**src/rtl/wr_ptr_ctrl_af.sv**
```systemverilog
// wr_ptr_ctrl_af: async FIFO write-side pointer controller with fill level and programmable almost-full
//   Optional build macro: WPTR_OVF_EN enables the sticky overflow flag (otherwise w_overflow is tied 0).
//   Ports:
//     w_clk, w_rst_n     write clock, asynchronous active-low reset
//     w_en               write request (accepted only when not full)
//     s_rd_ptr           Gray read pointer already synchronised into w_clk
//     af_wr, af_thresh_in  load the almost-full threshold (fill-level units)
//     w_ovf_clr          clear the sticky overflow flag
//     w_addr             RAM write address
//     w_ptr              registered Gray write pointer for the synchroniser
//     w_full, w_almost_full, w_level  registered status as seen from the write domain
//     w_overflow         sticky write-while-full flag
module wr_ptr_ctrl_af #(
  parameter int ADDR_W = 4,
  parameter int AF_RST = 12
) (
  input  logic              w_clk,
  input  logic              w_rst_n,
  input  logic              w_en,
  input  logic [ADDR_W:0]   s_rd_ptr,
  input  logic              af_wr,
  input  logic [ADDR_W:0]   af_thresh_in,
  input  logic              w_ovf_clr,
  output logic [ADDR_W-1:0] w_addr,
  output logic [ADDR_W:0]   w_ptr,
  output logic              w_full,
  output logic              w_almost_full,
  output logic [ADDR_W:0]   w_level,
  output logic              w_overflow
);
  localparam logic [ADDR_W:0] THR_RST = AF_RST[ADDR_W:0];
  logic [ADDR_W:0] w_bin, w_bin_nxt, w_gray_nxt, rd_bin, level_nxt, thr;
  logic            w_acc;
  assign w_acc      = w_en & ~w_full;
  assign w_bin_nxt  = w_bin + {{ADDR_W{1'b0}}, w_acc};
  assign w_gray_nxt = w_bin_nxt ^ (w_bin_nxt >> 1);
  assign w_addr     = w_bin[ADDR_W-1:0];
  // Each binary bit is the XOR of all Gray bits at or above it.
  for (genvar g = 0; g <= ADDR_W; g++) begin : g_dec
    assign rd_bin[g] = ^s_rd_ptr[ADDR_W:g];
  end
  // Modular difference of the extra-MSB pointers gives 0..2**ADDR_W.
  assign level_nxt = w_bin_nxt - rd_bin;
  always_ff @(posedge w_clk or negedge w_rst_n) begin
    if (!w_rst_n) begin
      w_bin         <= '0;
      w_ptr         <= '0;
      w_full        <= 1'b0;
      w_almost_full <= 1'b0;
      w_level       <= '0;
      thr           <= THR_RST;
    end else begin
      w_bin         <= w_bin_nxt;
      w_ptr         <= w_gray_nxt;
      // Full when write is exactly one lap ahead: top two Gray bits inverted, rest equal.
      w_full        <= w_gray_nxt == {~s_rd_ptr[ADDR_W:ADDR_W-1], s_rd_ptr[ADDR_W-2:0]};
      w_almost_full <= level_nxt >= thr;
      w_level       <= level_nxt;
      if (af_wr) thr <= af_thresh_in;
    end
  end
`ifdef WPTR_OVF_EN
  always_ff @(posedge w_clk or negedge w_rst_n) begin
    if (!w_rst_n) w_overflow <= 1'b0;
    else if (w_en & w_full) w_overflow <= 1'b1;
    else if (w_ovf_clr) w_overflow <= 1'b0;
  end
`else
  logic unused_ovf_clr;
  assign unused_ovf_clr = w_ovf_clr;
  assign w_overflow     = 1'b0;
`endif
endmodule

```
**config.mk**
```make
export PLATFORM = sky130hd
export DESIGN_NAME = wr_ptr_ctrl_af
export DESIGN_NICKNAME = d
export VERILOG_FILES = /design/src/rtl/wr_ptr_ctrl_af.sv
export SDC_FILE = /design/constraint.sdc
export NUM_CORES = 1
export LEC_CHECK = 0
export CAP_MARGIN = 10
export CELL_PAD_IN_SITES_DETAIL_PLACEMENT = 2
export CELL_PAD_IN_SITES_GLOBAL_PLACEMENT = 2
export CORE_MARGIN = 2
export CORE_UTILIZATION = 31
export CTS_BUF_LIST = sky130_fd_sc_hd__clkbuf_4 sky130_fd_sc_hd__clkbuf_8
export CTS_CLUSTER_DIAMETER = 200
export DETAILED_ROUTE_END_ITERATION = 16
export GPL_ROUTABILITY_DRIVEN = 0
export PLACE_DENSITY_LB_ADDON = 0.3
export SYNTH_ARGS = -nofsm -noshare
export SYNTH_HDL_FRONTEND = slang
export SYNTH_SLANG_ARGS = --single-unit
```
**constraint.sdc**
```tcl
create_clock -name w_clk -period 3.08 [get_ports w_clk]
set_input_delay 0.616 -clock w_clk [delete_from_list [all_inputs] [get_ports w_clk]]
set_output_delay 0.616 -clock w_clk [all_outputs]
set_load 0.1 [all_outputs]
```
======== Word-level counts from Yosys, hierarchy flattened ========
Index checks and enable logic that the tools add are counted.
cells by class
  add/sub/neg operators ................... 2
  magnitude comparators ................... 1
  equal/unequal tests ..................... 1
  bitwise logic cells ..................... 4
  reduce and logical (&&, ||, !) cells .... 4
operators by type and width
  cell                               count
  adder 5 x 1 -> 5 bit               1
  == test 5 bit                      1
  greater-or-equal comparator 5 bit  1
  parity 5 bit                       1
  subtractor 5 bit                   1
  XOR 5 x 4 -> 5 bit                 1
  parity 4 bit                       1
  parity 3 bit                       1
  NOT 2 bit                          1
  parity 2 bit                       1
  bitwise AND 1 bit                  1
  NOT 1 bit                          1
storage, ports and cells
  flip-flop bits (word level) ............. 22
  input bits .............................. 15
  output and inout bits ................... 17
  word-level logic and storage cells ...... 18

======== Depth between registers and ports, before layout ========
Gate-level depths: netlist of run 1.
  depth after elaboration ................. 5
  depth in mapped cells ................... 12
  gate-level depth less buffers ........... 12

======== Worst setup path before layout of run 1 ========
Ideal clock, no wire load.
  path kind ............................... register to register
  start point ............................. register w_full
  end point ............................... register w_almost_full
  library setup time ...................... 118 ps
  data arrival time ....................... 3052 ps
  required time ........................... 2962 ps
  slack ................................... -91 ps
  stages on the path, launching flop included .. 11
  path buffers ............................ 0
  period minus slack after synthesis ...... 3171 ps
  path through ............................ dfrtp_1 and2b_1 xnor2_1 ha_1 fa_1 inv_1 ha_1 a21o_1 a21o_1 a21o_1 a21o_1
between the ends
  word-level cells in the longest chain between the ends .. 5
RTL lines
  element                            line  RTL
  start, declared                    26    output logic w_full,
  start signal, assigned             56    w_full <= w_gray_nxt == {~s_rd_ptr[ADDR_W:ADDR_W-1], s_rd_ptr[ADDR_W-2:0]};
  NOT 1 bit                          34    assign w_acc = w_en & ~w_full;
  bitwise AND 1 bit                  34
  adder 5 x 1 -> 5 bit               35    assign w_bin_nxt = w_bin + {{ADDR_W{1'b0}}, w_acc};
  subtractor 5 bit                   43    assign level_nxt = w_bin_nxt - rd_bin;
  via level_nxt[1]                   32    logic [ADDR_W:0] w_bin, w_bin_nxt, w_gray_nxt, rd_bin, level_nxt, thr;
  greater-or-equal comparator 5 bit  57    w_almost_full <= level_nxt >= thr;
  end signal, assigned               57
  end, declared                      27    output logic w_almost_full,
The timed path passes the listed nets, and every way through them passes these cells.
A chain may end at the register's enable or synchronous reset.

======== Worst setup path after layout of run 1 ========
  start point ............................. input port s_rd_ptr[4]
  end point ............................... register w_almost_full
between the ends
  word-level cells in the longest chain between the ends .. 3
  elaborated cells between the ends (all ways) .. 6
  those cells by class .................... 1 x add/sub; 1 x order compare; 4 x reduce/logical
RTL lines
  element                                       line  RTL
  start, declared                               20    input logic [ADDR_W:0] s_rd_ptr,
  parity 5 bit or parity 4 bit (tied branches)  40    assign rd_bin[g] = ^s_rd_ptr[ADDR_W:g];
  subtractor 5 bit (*)                          43
  via level_nxt[1]                              32
  greater-or-equal comparator 5 bit (*)         57
The timed path passes the listed nets; every way through them passes the cells marked *.

==> results.txt, run 1 <==
Mapped Area - 1120 sq um
Slew HR - 0.5582
Fin util - 0.4678
Clk slew on worst S/H paths - 0.12 ns
# hold bufs at CTS - 0
Die Area - 4109 sq um
Worst-Skew Late Latency - 0.32 ns
Slew @ Worst Pin - 0.6606 ns
Post-Syn Nets - 121
Largest net degree at the start of global routing - 16
Vias/cell - 4.386
H-tree levels - 1
Clock skew - 0.01396 ns
Vias - 829
Final net count - 170
Clock sink count - 21
Pre-antenna DRT Iters - 2
Critical path class - input port to flop
#FFs+latches synth - 21
Core area - 3416 sq um
Final Non-Filler Cells - 189
I/O Buffers - 29
CP Data Arrival Time - 3.19 ns
Final Max Tran Viols - 0
Global-route wire length before repair - 4.685 mm
Area growth from synthesis to layout - 42.68%
Global route total overflow - 0
Mean post-synth cell area - 11.79 sq um
Vias in the first global route - 950
Residual DRC - 0
Fraction of layout cells with a size suffix above 1 - 0.3776
Crit-path max FO - 2
I/O pin count - 32
Worst EP required - 3.30 ns
Sequential-to-total area share from yosys stat - 0.4715
DRT iter0 DRCs - 9
Cts bufs inserted - 3
Min-Delay Path Class - flop to flop
WP buf/inv - 2
Setup TNS - 0 ns
RSZ-0062 raised after global routing - false
Wirelength per Cell - 15.32 microns
Yosys warns - 0
Die width - 64.10 microns
Die Height - 64.10 microns
Final ANT Viol Nets - 0
Worst reg2reg setup slack - 0.48 ns
Crit start category - input port
Achievable frequency - 336.2 MHz
Dpl cell area - 1530 sq um
Drt total wl - 2.895 mm
Clk Tree Root Cell - clkbuf_4
Crit path capture type - flop
Final hold viol count - 0
CP max stage delay - 0.52 ns
N_diodes - 0
Initial Util - 0.3278
Top cell family by delay on the critical path - adder cells
CTS tree - yes
Crit path max-delay cell type - fa_1
FILL cells - 350
Initial antenna violation count - 0
Row Count - 21
Final Setup Violations - 0
Distinct cells, synth - 24
# Max-Cap Violations - 0
Post-route cell area - 1598 sq um
Final worst-path cycle share - 0.9657
Detailed placement HPWL - 2.133 mm
Crit path top cell by count - a21o_1
Mapped Cells - 95
Status - finished clean
Gr usage total - 0.1554
Worst path cell trace - clkbuf_2, xnor2_4, xor2_2, xor2_2, xnor2_1, ha_2, fa_1, inv_2, ha_1, a21o_1, a21o_1, a21o_1, a21o_1
Final worst path period need - 2.974 ns
Post-Place Cells - 182
Clock Path Buffers - 2
cell usage in the layout (no fill, tap or decap), drive strengths merged, types with 2 or more instances in the layout:
| cell | netlist | final |
|---|---|---|
| buf | 1 | 34 |
| dfrtp | 19 | 19 |
| xnor2 | 14 | 14 |
| inv | 13 | 13 |
| clkdlybuf4s50 | 0 | 10 |
| ha | 10 | 10 |
| xor2 | 8 | 8 |
| a21o | 6 | 6 |
| nand2 | 4 | 4 |
| o21ai | 4 | 4 |
| clkbuf | 1 | 4 |
| nand3 | 2 | 2 |
| a21oi | 2 | 2 |
| dfstp | 2 | 2 |
what timing repair did:
item	4_1_cts	5_1_grt
hold endpoints to repair	0	0
buffers inserted	1	2
resized for setup	9	4
endpoints found under the setup margin	1	1
pin swaps	4	5
sequential cells by signal, indices dropped and copies added, names as in the netlist:
signal,cells
thr,5
w_level,5
w_almost_full,1
w_bin,5
w_ptr,4
w_full,1
routing by layer:
layer,up-vias,part of all wire,global-route usage,wire length [microns]
met3,4,0.037,0.03521,106
li1,395,-,-,-
met4,0,0.012,0.06383,34
met5,-,0,0,0
met2,18,0.56,0.2760,1610
met1,412,0.39,0.1792,1143
worst register-to-register path, cell delays in order, from the launching register on:
cell and delay [ns]:
dfrtp_1 0.42, and3b_2 0.26, xnor2_1 0.27, inv_1 0.10, ha_1 0.31, a21o_1 0.16
a21oi_1 0.17, xnor2_1 0.19, ha_1 0.29, a21o_1 0.17, a21o_1 0.17
stage by stage:
step                hold slack [ns]  worst slack, ns
detailed placement           0.5088          -0.6369
CTS                          0.5277          0.01398
global placement             0.5023          -0.5564
global route                 0.5807          0.01082
finish                       0.5200           0.1056
floorplan                    0.3204          0.01697
Yosys cell counts:
cell       instances  area, sq um
a2111oi_2          1        15.01
a21o_1             6        45.04
a21oi_1            2        10.01
and2b_1            1        7.510
and3_4             1        11.26
and3b_2            1        10.01
buf_4              1        7.510
clkbuf_1           1        3.750
conb_1             1        3.750
dfrtp_1           19        475.5
dfstp_2            2        52.55
fa_1               1        20.02
ha_1              10        125.1
inv_1             13        48.80
mux2_2             1        11.26
nand2_1            4        15.01
nand2b_1           1        6.260
nand3_1            2        10.01
o21ai_0            4        20.02
or3_1              1        6.260
xnor2_1           12        105.1
xnor2_2            2        32.53
xor2_1             7        61.31
xor2_2             1        16.27
final cells by class:
cell class                      count  area (sq um)  area share
Inverter                           13         48.80     0.03054
Multi-Input combinational cell     59         568.0      0.3555
Clock buffer                        3         22.52     0.01410
Tap cell                           46         57.56     0.03602
Timing Repair Buffer               46         366.6      0.2294
Sequential cell                    21         529.3      0.3312
Clock inverter                      1         5.005    0.003132
cells by family (layout without fill, tap and decap cells):
logic type | Yosys count | count (layout) | synth area share
muxes | 1 | 1 | 0.01006
buffers and inverters | 15 | 63 | 0.05363
DFF | 21 | 21 | 0.4715
and+or+nand+nor | 11 | 11 | 0.05922
xor gates and xnor gates | 22 | 22 | 0.1922
AOI/OAI and AO/OA | 13 | 13 | 0.08044
adders and majority gates | 11 | 11 | 0.1296
other | 1 | 1 | 0.003349
path summary, 6_finish.rpt:
kind,to,cells past startpoint,from
max,w_almost_full,13,s_rd_ptr[4]
min,thr[2],2,thr[2]
max reg2reg,w_almost_full,10,w_bin[0]
min reg2reg,thr[2],2,thr[2]
max in group asynchronous,w_almost_full,2,w_rst_n
min in group asynchronous,w_ptr[1],1,w_rst_n
Power of run 1 is not shown: default switching activity piles up to over one toggle a cycle in this logic, so the estimate is an artifact.
==> run 2: changes to the inputs <==
--- a/config.mk
+++ b/config.mk
@@ -12,8 +12,10 @@
 export CORE_UTILIZATION = 31
 export CTS_BUF_LIST = sky130_fd_sc_hd__clkbuf_4 sky130_fd_sc_hd__clkbuf_8
 export CTS_CLUSTER_DIAMETER = 200
+export CTS_CLUSTER_SIZE = 24
 export DETAILED_ROUTE_END_ITERATION = 16
 export GPL_ROUTABILITY_DRIVEN = 0
+export GPL_TIMING_DRIVEN = 0
 export PLACE_DENSITY_LB_ADDON = 0.3
 export SYNTH_ARGS = -nofsm -noshare
 export SYNTH_HDL_FRONTEND = slang
==> run 2 against run 1 <==
  * Flip-flop and latch count is the same
  * Non-clock buffer count shrank 13
  * Core utilization shrank 0.95 points
  * Die area is the same
  * Critical path depth is the same
  * Highest routed layer unchanged
  * Global-route usage shrank 1.4 points
  * Cell area decreased by 2.0%
  * Fmax is 0.86% lower
  * First-iteration DRC count grew 33%
  * Sequential share of layout area rose by 0.69 points
  * Final cell count decreased by 6.9%
==> results.txt, run 2 (same netlist as run 1, synthesis figures left out) <==
Achievable frequency - 333.3 MHz
Row Count - 21
Detailed placement HPWL - 1.879 mm
Initial antenna violation count - 0
Die Area - 4109 sq um
Crit path max-delay cell type - fa_1
Hold Crit Depth - 2
Fraction of layout cells with a size suffix above 1 - 0.2154
FILL cells - 354
WP buf/inv - 2
Die Height - 64.10 microns
Met2 usage - 0.2682
Cells on worst reg2reg path - 9
Vias - 783
Initial Util - 0.3278
GR Layer Usage met3 - 0.02465
Clk Tree Root Cell - clkbuf_4
Clock sink count - 21
Top Registers - thr: 5 flops, w_bin: 5 flops, w_level: 5 flops
Reg-to-reg endpoint - w_almost_full
Worst EP required - 3.28 ns
Drt total wl - 2.569 mm
Vias in the first global route - 926
Crit-path max FO - 2
Worst reg2reg setup slack - 0.44 ns
Crit path capture type - flop
Global-route wire length before repair - 4.450 mm
Met1 usage - 0.1571
Clk slew on worst S/H paths - 0.11 ns
Pre-antenna DRT Iters - 4
Gr usage total - 0.1413
Cts bufs inserted - 3
Clock skew - 0.006596 ns
Wirelength per Cell - 14.60 microns
Final worst path period need - 3.000 ns
DRT iter0 DRCs - 12
Reg2reg start - w_full
Dpl cell area - 1466 sq um
Final net count - 157
# Max-Cap Violations - 0
Crit path top cell by count - a21o_1
Crit start category - input port
Min-Delay Path Class - flop to flop
I/O Buffers - 28
Largest net degree at the start of global routing - 22
CTS tree - yes
# hold bufs at CTS - 0
Final Setup Violations - 0
Slew HR - 0.3493
H-tree levels - 1
Critical path class - input port to flop
Die width - 64.10 microns
Final ANT Viol Nets - 0
Post-route cell area - 1565 sq um
Final hold viol count - 0
Commonest non-fill, non-tap cell in the layout - clkdlybuf4s50_1
Most Crowded Layer GR - met2
Clock Path Buffers - 2
Hold wc startpoint - thr[2]
Status - finished clean
Final worst-path cycle share - 0.9741
Global route total overflow - 0
Vias/cell - 4.449
Residual DRC - 0
CP max stage delay - 0.53 ns
Top cell family by delay on the critical path - adder cells
Most frequent cells in the layout - 25 x clkdlybuf4s50_1, 18 x dfrtp_1, 12 x inv_1, 9 x xnor2_1, 8 x ha_1
Final Max Tran Viols - 0
CP Data Arrival Time - 3.21 ns
Hold endpoint - thr[2]
I/O pin count - 32
N_diodes - 0
Worst path cell trace - buf_2, xnor2_4, xor2_2, xor2_2, xnor2_1, ha_2, fa_1, inv_2, ha_1, a21o_1, a21o_1, a21o_1, a21o_1
Slew @ Worst Pin - 0.9730 ns
Area growth from synthesis to layout - 39.78%
Worst-Skew Late Latency - 0.31 ns
Core area - 3416 sq um
## run 2: cell count changes in the layout (fill, tap and decap cells not counted), moves of 2 or more
cell and change:
buf_4 -29, clkdlybuf4s50_1 +15, xnor2_1 -2, xnor2_2 +2
## run 2: worst register-to-register path: stages (launching register included)
cell     delay, ns
dfrtp_2       0.43
and3b_2       0.29
ha_2          0.25
xor2_4        0.24
ha_1          0.31
a21oi_1       0.23
xnor2_1       0.18
ha_1          0.27
a21o_1        0.16
a21o_1        0.17
## run 2: final cells by class
| type | instances | area, sq um | area share |
|---|---|---|---|
| Multi-Input combinational cell | 59 | 596.8 | 0.3813 |
| Sequential cell | 21 | 529.3 | 0.3381 |
| Timing Repair Buffer | 31 | 291.5 | 0.1863 |
| Tap cell | 46 | 57.56 | 0.03677 |
| Inverter | 13 | 48.80 | 0.03118 |
| Clock buffer | 4 | 30.03 | 0.01918 |
| Buffer | 2 | 11.26 | 0.007194 |
## run 2: worst max path at each step
| stage | start | to | slack, ns | cells past startpoint |
|---|---|---|---|---|
| after detailed placement | s_rd_ptr[3] | w_almost_full | -0.77 | 13 |
| final | s_rd_ptr[4] | w_almost_full | 0.08 | 13 |
| after floorplan | s_rd_ptr[4] | w_almost_full | 0.02 | 12 |
| after CTS | w_en | w_almost_full | 0.002 | 10 |
| after global routing | s_rd_ptr[4] | w_almost_full | -0.01 | 13 |
| after global placement | s_rd_ptr[3] | w_almost_full | -0.69 | 13 |
## run 2: timing repair
item / in CTS / in global routing
pin swaps: 4 / 5
setup endpoints to repair: 1 / 1
buffers inserted: 3 / 0
gates resized for setup: 11 / 7
## run 2: metrics by stage
step	setup TNS, ns	setup WS, ns	utilization	cells	hold slack [ns]
2_1_floorplan	0	0.01697	-	95	0.3204
3_3_place_gp	-0.7696	-0.6915	0.4293	169	0.5001
3_5_place_dp	-0.9351	-0.7706	0.4293	169	0.5118
4_1_cts	0	0.002305	0.4484	176	0.5295
5_1_grt	-0.01365	-0.01365	0.4582	176	0.5579
6_report	0	0.07975	0.4582	176	0.5219
## run 2: routing by layer
metal / vias up / share of wire
met3: 4 / 0.033
met4: 0 / 0.016
met2: 16 / 0.56
li1: 368 / -
met5: - / 0
met1: 395 / 0.39
Power of run 2 is left out for the same reason.
